==> config.mk <==
export PLATFORM = sky130hd
export DESIGN_NAME = trdb_stream_merger
export DESIGN_NICKNAME = d
export VERILOG_FILES = /design/src/rtl/trdb_pkg.sv /design/src/rtl/trdb_out_reg.sv /design/src/rtl/trdb_stream_merger.sv
export SDC_FILE = /design/constraint.sdc
export NUM_CORES = 1
export LEC_CHECK = 0
export ABC_AREA = 1
export CORE_ASPECT_RATIO = 1.5
export CORE_MARGIN = 5
export CORE_UTILIZATION = 54
export CTS_BUF_LIST = sky130_fd_sc_hd__clkbuf_4 sky130_fd_sc_hd__clkbuf_8
export CTS_CLUSTER_DIAMETER = 50
export DETAILED_ROUTE_END_ITERATION = 7
export GPL_ROUTABILITY_DRIVEN = 0
export GPL_TIMING_DRIVEN = 1
export PLACE_DENSITY = 0.89
export SLEW_MARGIN = 20
export SYNTH_ARGS = -nofsm -noshare
export SYNTH_HDL_FRONTEND = slang
export SYNTH_SLANG_ARGS = --single-unit
==> constraint.sdc <==
create_clock -name clk_i -period 2.7 [get_ports clk_i]
set_input_delay 0.54 -clock clk_i [delete_from_list [all_inputs] [get_ports clk_i]]
set_output_delay 0.54 -clock clk_i [all_outputs]
set_load 0.02 [all_outputs]
==> src/rtl/trdb_pkg.sv <==
// trdb_pkg: shared state encoding, message codes and header layout for the trace stream merger
package trdb_pkg;

    typedef enum logic [2:0] {
        IDLE,
        PKT,
        SW_DATA,
        TS_LO,
        TS_HI,
        FLUSH_WAIT,
        FLUSH_DONE
    } merger_state_e;

    localparam logic [3:0] MSG_SW    = 4'hA;
    localparam logic [3:0] MSG_TS    = 4'hB;
    localparam logic [3:0] MSG_FLUSH = 4'hF;

    typedef struct packed {
        logic [3:0]  code;
        logic [19:0] rsvd;
        logic [7:0]  seq;
    } trdb_msg_hdr_t;

    function automatic logic [31:0] make_hdr(logic [3:0] code, logic [27:0] payload);
        return {code, payload};
    endfunction

endpackage

==> src/rtl/trdb_out_reg.sv <==
// trdb_out_reg: single-entry valid/ready output register with synchronous clear
module trdb_out_reg (
    input  logic        clk_i,
    input  logic        rst_ni,
    input  logic        clear_i,
    input  logic        load_i,
    input  logic [31:0] data_i,
    input  logic        ready_i,
    output logic        ld_o,
    output logic [31:0] data_o,
    output logic        valid_o
);

    assign ld_o = !valid_o || ready_i;

    always_ff @(posedge clk_i or negedge rst_ni) begin
        if (!rst_ni) begin
            valid_o <= 1'b0;
            data_o  <= '0;
        end else if (clear_i) begin
            valid_o <= 1'b0;
        end else if (ld_o) begin
            valid_o <= load_i;
            if (load_i) data_o <= data_i;
        end
    end

endmodule

==> src/rtl/trdb_stream_merger.sv <==
// trdb_stream_merger: merges trace packets, timestamps and software words into one 32-bit stream with flush handshake
module trdb_stream_merger #(
    parameter int unsigned SEQ_WIDTH   = 8,
    parameter int unsigned TIMER_WIDTH = 64
) (
    input  logic                   clk_i,
    input  logic                   rst_ni,
    input  logic                   clear_fifo_i,
    input  logic [31:0]            packet_word_i,
    input  logic                   packet_valid_i,
    input  logic                   packet_last_i,
    output logic                   packet_grant_o,
    input  logic [31:0]            sw_word_i,
    input  logic                   sw_valid_i,
    output logic                   sw_grant_o,
    input  logic                   tu_req_i,
    input  logic [TIMER_WIDTH-1:0] timer_i,
    output logic                   ts_drop_o,
    input  logic                   flush_stream_i,
    output logic                   flush_confirm_o,
    output logic [31:0]            out_word_o,
    output logic                   out_valid_o,
    input  logic                   out_ready_i
);
    import trdb_pkg::*;

    merger_state_e          state_q, state_d;
    logic [SEQ_WIDTH-1:0]   seq_q;
    logic [TIMER_WIDTH-1:0] ts_q;
    logic                   ts_pending_q, ts_drop_q;
    logic                   ld, load, seq_inc, ts_clr;
    logic [31:0]            word;

    trdb_out_reg u_out_reg (
        .clk_i   (clk_i),
        .rst_ni  (rst_ni),
        .clear_i (clear_fifo_i),
        .load_i  (load),
        .data_i  (word),
        .ready_i (out_ready_i),
        .ld_o    (ld),
        .data_o  (out_word_o),
        .valid_o (out_valid_o)
    );

    assign flush_confirm_o = state_q == FLUSH_DONE;
    assign ts_drop_o       = ts_drop_q;

    always_comb begin
        state_d        = state_q;
        load           = 1'b0;
        word           = '0;
        packet_grant_o = 1'b0;
        sw_grant_o     = 1'b0;
        seq_inc        = 1'b0;
        ts_clr         = 1'b0;
        if (clear_fifo_i) begin
            state_d = IDLE;
        end else begin
            case (state_q)
                IDLE: if (ld) begin
                    if (packet_valid_i) begin
                        load           = 1'b1;
                        word           = packet_word_i;
                        packet_grant_o = 1'b1;
                        state_d        = packet_last_i ? IDLE : PKT;
                    end else if (ts_pending_q) begin
                        load    = 1'b1;
                        word    = make_hdr(MSG_TS, '0);
                        state_d = TS_LO;
                    end else if (sw_valid_i) begin
                        load    = 1'b1;
                        word    = make_hdr(MSG_SW, 28'(seq_q));
                        state_d = SW_DATA;
                    end else if (flush_stream_i) begin
                        load    = 1'b1;
                        word    = make_hdr(MSG_FLUSH, '0);
                        state_d = FLUSH_WAIT;
                    end
                end
                PKT: if (ld && packet_valid_i) begin
                    load           = 1'b1;
                    word           = packet_word_i;
                    packet_grant_o = 1'b1;
                    state_d        = packet_last_i ? IDLE : PKT;
                end
                SW_DATA: if (ld && sw_valid_i) begin
                    load       = 1'b1;
                    word       = sw_word_i;
                    sw_grant_o = 1'b1;
                    seq_inc    = 1'b1;
                    state_d    = IDLE;
                end
                TS_LO: if (ld) begin
                    load    = 1'b1;
                    word    = ts_q[31:0];
                    state_d = TS_HI;
                end
                TS_HI: if (ld) begin
                    load    = 1'b1;
                    word    = 32'(ts_q >> 32);
                    ts_clr  = 1'b1;
                    state_d = IDLE;
                end
                FLUSH_WAIT: state_d = (out_valid_o && out_ready_i) ? FLUSH_DONE : FLUSH_WAIT;
                FLUSH_DONE: state_d = IDLE;
                default:    state_d = IDLE;
            endcase
        end
    end

    always_ff @(posedge clk_i or negedge rst_ni) begin
        if (!rst_ni) begin
            state_q      <= IDLE;
            seq_q        <= '0;
            ts_q         <= '0;
            ts_pending_q <= 1'b0;
            ts_drop_q    <= 1'b0;
        end else if (clear_fifo_i) begin
            state_q      <= IDLE;
            seq_q        <= '0;
            ts_pending_q <= 1'b0;
            ts_drop_q    <= 1'b0;
        end else begin
            state_q <= state_d;
            if (seq_inc) seq_q <= seq_q + 1'b1;
            if (tu_req_i && (!ts_pending_q || ts_clr)) begin
                ts_q         <= timer_i;
                ts_pending_q <= 1'b1;
            end else if (ts_clr) begin
                ts_pending_q <= 1'b0;
            end
            ts_drop_q <= tu_req_i && ts_pending_q && !ts_clr;
        end
    end

endmodule

# Word-level counts from Yosys, hierarchy flattened
# Cells that the tools add are included.
[totals] ff_bits=110 latchBits=0 ram_bits=0 romBits=0 inputBits=137 out_inout_bits=37 elab_cells=86 memories=0
[op_classes] add_sub_neg=1 mul=0 div_mod_pow=0 magnitude_cmp=0 eq_ne=12 n_shift=0 n_mux=46 bitwise=1 reduce_logical=19
[ops] operator="$mux W32" count=6
[ops] operator="$pmux W32 S5" count=1
[ops] operator="$mux W3" count=10
[ops] operator="$mux W1" count=23
[ops] operator="$pmux W3 S6" count=1
[ops] operator="$mux W8" count=2
[ops] operator="$ne A3 B3 Y1 const B" count=5
[ops] operator="$eq A3 B3 Y1 const B" count=3
[ops] operator="$add A8 B1 Y8 const B" count=1
[ops] operator="$eq A3 B2 Y1 const B" count=2
[ops] operator="$logic_and A1 B1 Y1" count=6
[ops] operator="$ne A6 B6 Y1 const B" count=1
[ops] operator="$reduce_and A6 Y1" count=1
[ops] operator="$pmux W1 S4" count=1
[ops] operator="$reduce_bool A2 Y1" count=2
[ops] operator="$eq A3 B1 Y1 const B" count=1
[ops] operator="$logic_not A1 Y1" count=3
[ops] operator="$logic_not A3 Y1" count=1
[ops] operator="$reduce_and A3 Y1" count=1
[ops] operator="$reduce_bool A3 Y1" count=1
[ops] operator="$logic_or A1 B1 Y1" count=2
[ops] operator="$mux W2" count=1
[ops] operator="$pmux W1 S2" count=1
[ops] operator="$reduce_and A2 Y1" count=1
[ops] operator="2 further kinds" count=2

# Longest topological paths before layout
[depth] depth_word=9 mapped_depth=13 mapped_depth_nobuf=11

# Cells and area by module
# From an unflattened synthesis, not the netlist that was laid out.
[unflattened] cells_unflattened=878 hier_area_um2=6374.9
[modules_own_cells] module="trdb_stream_merger" instances=1 cells_per_inst=734 area_per_inst_um2=5048.6 seq_area_each_um2=1926.8
[modules_own_cells] module="trdb_out_reg" instances=1 cells_per_inst=144 area_per_inst_um2=1326.3 seq_area_each_um2=825.8

# Least setup slack after synthesis
# No wires, ideal clock.
[synth_timing] kind="register to output" from="register state_q[2]" to="output packet_grant_o" arrival_ns=1.520 required_time_ns=2.160 slack_ns=0.640 path_stages_with_launch=7 path_buffers=3 path_cell_list="dfrtp_1 buf_2 inv_2 buf_6 nand3_1 buf_2 a211oi_1"
[synth_via] elab_chain_cells=3 elab_cells_between_ends=4 cone_classes="1 x eq/ne; 2 x mux; 1 x reduce/logical"
[synth_rtl] item="start: declaration" line_no="trdb_stream_merger.sv:27" source="merger_state_e state_q, state_d;"
[synth_rtl] item="start signal: assignment" line_no="trdb_stream_merger.sv:125" source="state_q <= state_d;"
[synth_rtl] item="$eq A3 B1 Y1 / $logic_not A3 Y1 (equally long branches)" line_no="trdb_stream_merger.sv:60" source="case (state_q)"
[synth_rtl] item="$pmux W1 S2 *" line_no="trdb_stream_merger.sv:60"
[synth_rtl] item="$mux W1 *" line_no="trdb_stream_merger.sv:57" source="if (clear_fifo_i) begin"
[synth_rtl] item="end: declaration" line_no="trdb_stream_merger.sv:12" source="output logic packet_grant_o,"
# Mark *: on every way between the ends. The rest lies on a longest branch, timed or not.

# Worst setup path in the final report
[layout_timing] from="input out_ready_i" to="output packet_grant_o"
[layout_via] elab_chain_cells=5 elab_cells_between_ends=6 cone_classes="4 x mux; 2 x reduce/logical"
[layout_rtl] item="start: declaration" line_no="trdb_stream_merger.sv:23" source="input logic out_ready_i"
[layout_rtl] item="$logic_or A1 B1 Y1 *" line_no="trdb_out_reg.sv:14" source="assign ld_o = !valid_o || ready_i;"
[layout_rtl] item="$logic_and A1 B1 Y1" line_no="trdb_stream_merger.sv:81" source="PKT: if (ld && packet_valid_i) begin"
[layout_rtl] item="$mux W1" line_no="trdb_stream_merger.sv:81"
[layout_rtl] item="$pmux W1 S2 *" line_no="trdb_stream_merger.sv:60"
[layout_rtl] item="$mux W1 *" line_no="trdb_stream_merger.sv:57"
# Marked as above.

==> impl_metrics.tcl <==
set metrics [dict create \
    rsz0062_at_grt "no" \
    final_common_cell "nand2_1" \
    clk_path_buf_depth 2 \
    cap_viol_max_count 0 \
    synth_edf_count 0 \
    worstSetupStartpointType "primary input" \
    slew_viol_final 0 \
    synth_top_cell_by_area "dfrtp_1" \
    synthDistinctLibCells 28 \
    final_hold_viol_count 0 \
    finalNetCount 1176 \
    clkSlewWorstSetupHoldPaths_ns 0.11 \
    path_max_fanout 4 \
    mostFrequentLayoutCells "239 x nand2_1, 170 x clkdlybuf4s50_1, 134 x nor2_1" \
    vias 6235 \
    floorplan.initialDensity_pct 55.4 \
    grt_pass1_wl_um 29600 \
    syn-mean-instance-area_um2 7.00 \
    dieArea_um2 13700 \
    cts_resized 1 \
    io_pins 174 \
    dr.pass1.iters 5 \
    required_ns 2.16 \
    synth_async_sr_flop_share_pct 100 \
    syn-num-nets 1018 \
    p_per_area_nw_per_um2 714 \
    cts.sinks 110 \
    synth_top_flop_cell "dfrtp_1" \
    fin_setup_tns_ns 0 \
    setup_ws_ns 0.228 \
    cts_htree_levels 3 \
    drt_iter0_markers 297 \
    layout.cells.non_filler 1191 \
    synth_seq_area_share_pct 44.7 \
    clk_latency_ns 0.38 \
    hpwl_um 13000 \
    cts_tree "built" \
    coreArea_um2 11100 \
    layout-drive-gt1-share_pct 7.19 \
    final_util_pct 74.7 \
    synth-seq-cells 110 \
    leakage_nw 4.08 \
    crit_type "in2out" \
    setup_viol 0 \
    syn_area_um2 6160 \
    grt_antenna_before_repair 1 \
    drc 0 \
    status "finished clean" \
    place_ws_ns -0.0650 \
    root_buffer "clkbuf_8" \
    cp-end-kind "primary output" \
    synth_top_area_share_pct 44.7 \
    grt_use_total_pct 26.7 \
    numPortBuffers 173 \
    via_per_inst 5.24 \
    max-vdd-ir-drop_v 0.000423 \
    die_width_um 97.2 \
    ys_warn_count 0 \
    cts_setup_buffers 0 \
    finClkSkew_ns 0.0177 \
    ant_nets 0 \
    grt_pass1_vias 6178 \
    routedWlPerCell_um 15.3 \
    syn2layout_area_growth_pct 34.8 \
    drt_wl_total_um 18200 \
    arrival_ns 1.93 \
    cts_buffers 9 \
    die_y_um 141 \
    fin_crit_ns 2.47 \
    slew-limit-headroom_pct 65.6 \
    ctsHoldBuffers 0 \
    grt_max_degree 55 \
    min_path_type "in2async" \
    tightest_slew_ns 0.516 \
    grt_overflow_total 0 \
    rows 47 \
    layout_worst_path_cycle_share_pct 91.5 \
    fmax_mhz 405 \
    synth_area_leaders "dfrtp_1 45%, nand2_1 15%, nand3_1 8.5%" \
    synth_cells 880 \
    post-place-cells 1174 \
]
==> critical path, cell delays in order <==
cell             delay, ns
clkdlybuf4s50_1       0.47
inv_1                 0.04
nand2_1               0.13
nand2_1               0.14
a211oi_1              0.23
dlygate4sd2_1         0.38
==> sequential cells by signal, summed over array words and instances (netlist names) <==
| signal | cells |
|---|---|
| ts_drop_o | 1 |
| ts_pending_q | 1 |
| seq_q | 8 |
| u_out_reg.data_o | 32 |
| u_out_reg.valid_o | 1 |
| ts_q | 64 |
| state_q | 3 |
==> power by group <==
part	leakage, nW	switching [mW]	internal [mW]
Sequential	1.35	0.222	2.03
Combinational	2.62	1.57	1.03
Clock	0.108	0.584	0.490
==> routing by layer <==
layer	global-route usage, %	part of all wire (%)
met1	30.9	37
met2	47.0	52
met3	4.89	6.0
met4	13.8	4.3
met5	0	0
==> kinds of logic after synthesis <==
kind of cell / Yosys count / share of synthesized area (%)
AOI/OAI and AO/OA: 121 / 11.3
adders and majority gates: 1 / 0.203
buffers and inverters: 154 / 10.4
DFF: 110 / 44.7
and+or+nand+nor: 494 / 33.3
==> cell usage after synthesis, drive strengths merged (3+ instances only) <==
cell	number
a21oi	35
buf	23
clkbuf	29
dfrtp	110
inv	102
nand2	242
nand3	107
nand4	4
nor2	136
nor3	3
o211ai	3
o21ai	81
==> cell type report <==
| type | instances | area [µm²] |
|---|---|---|
| fillers | 845 | 2810 |
| clock buffers | 11 | 151 |
| flip-flops and latches | 110 | 2750 |
| clock inverters | 5 | 66.3 |
| well taps | 147 | 184 |
| multi-input cells | 616 | 2770 |
| repair buffers | 199 | 1990 |
| inverters | 102 | 383 |
| diodes | 1 | 2.50 |
==> worst paths after layout <==
| path | start | to | slack, ns | depth (start not counted) |
|---|---|---|---|---|
| worst max-delay path | out_ready_i | packet_grant_o | 0.23 | 6 |
| worst min-delay path | rst_ni | u_out_reg.data_o[23]$_DFFE_PN0P_ | 0.13 | 1 |
| worst max register to register | state_q[2]$_DFFE_PN0P_ | ts_q[43]$_DFFE_PN0P_ | 0.60 | 7 |
| worst min register to register | u_out_reg.data_o[6]$_DFFE_PN0P_ | u_out_reg.data_o[6]$_DFFE_PN0P_ | 0.49 | 2 |
| max in group asynchronous | rst_ni | seq_q[2]$_DFFE_PN0P_ | 1.88 | 2 |
| min in group clk_i | u_out_reg.data_o[6]$_DFFE_PN0P_ | u_out_reg.data_o[6]$_DFFE_PN0P_ | 0.49 | 2 |
==> stage by stage <==
stage | instance area (µm²) | hold slack (ns) | total power, mW
3_5_place_dp | 8080 | 0.465 | 4.87
5_1_grt | 8300 | 0.151 | 6.33
2_1_floorplan | 6160 | 0.244 | 3.80
4_1_cts | 8300 | 0.128 | 5.93
6_report | 8300 | 0.127 | 5.93
3_3_place_gp | 8080 | 0.463 | 4.81
(Power assumes the default switching activity.)
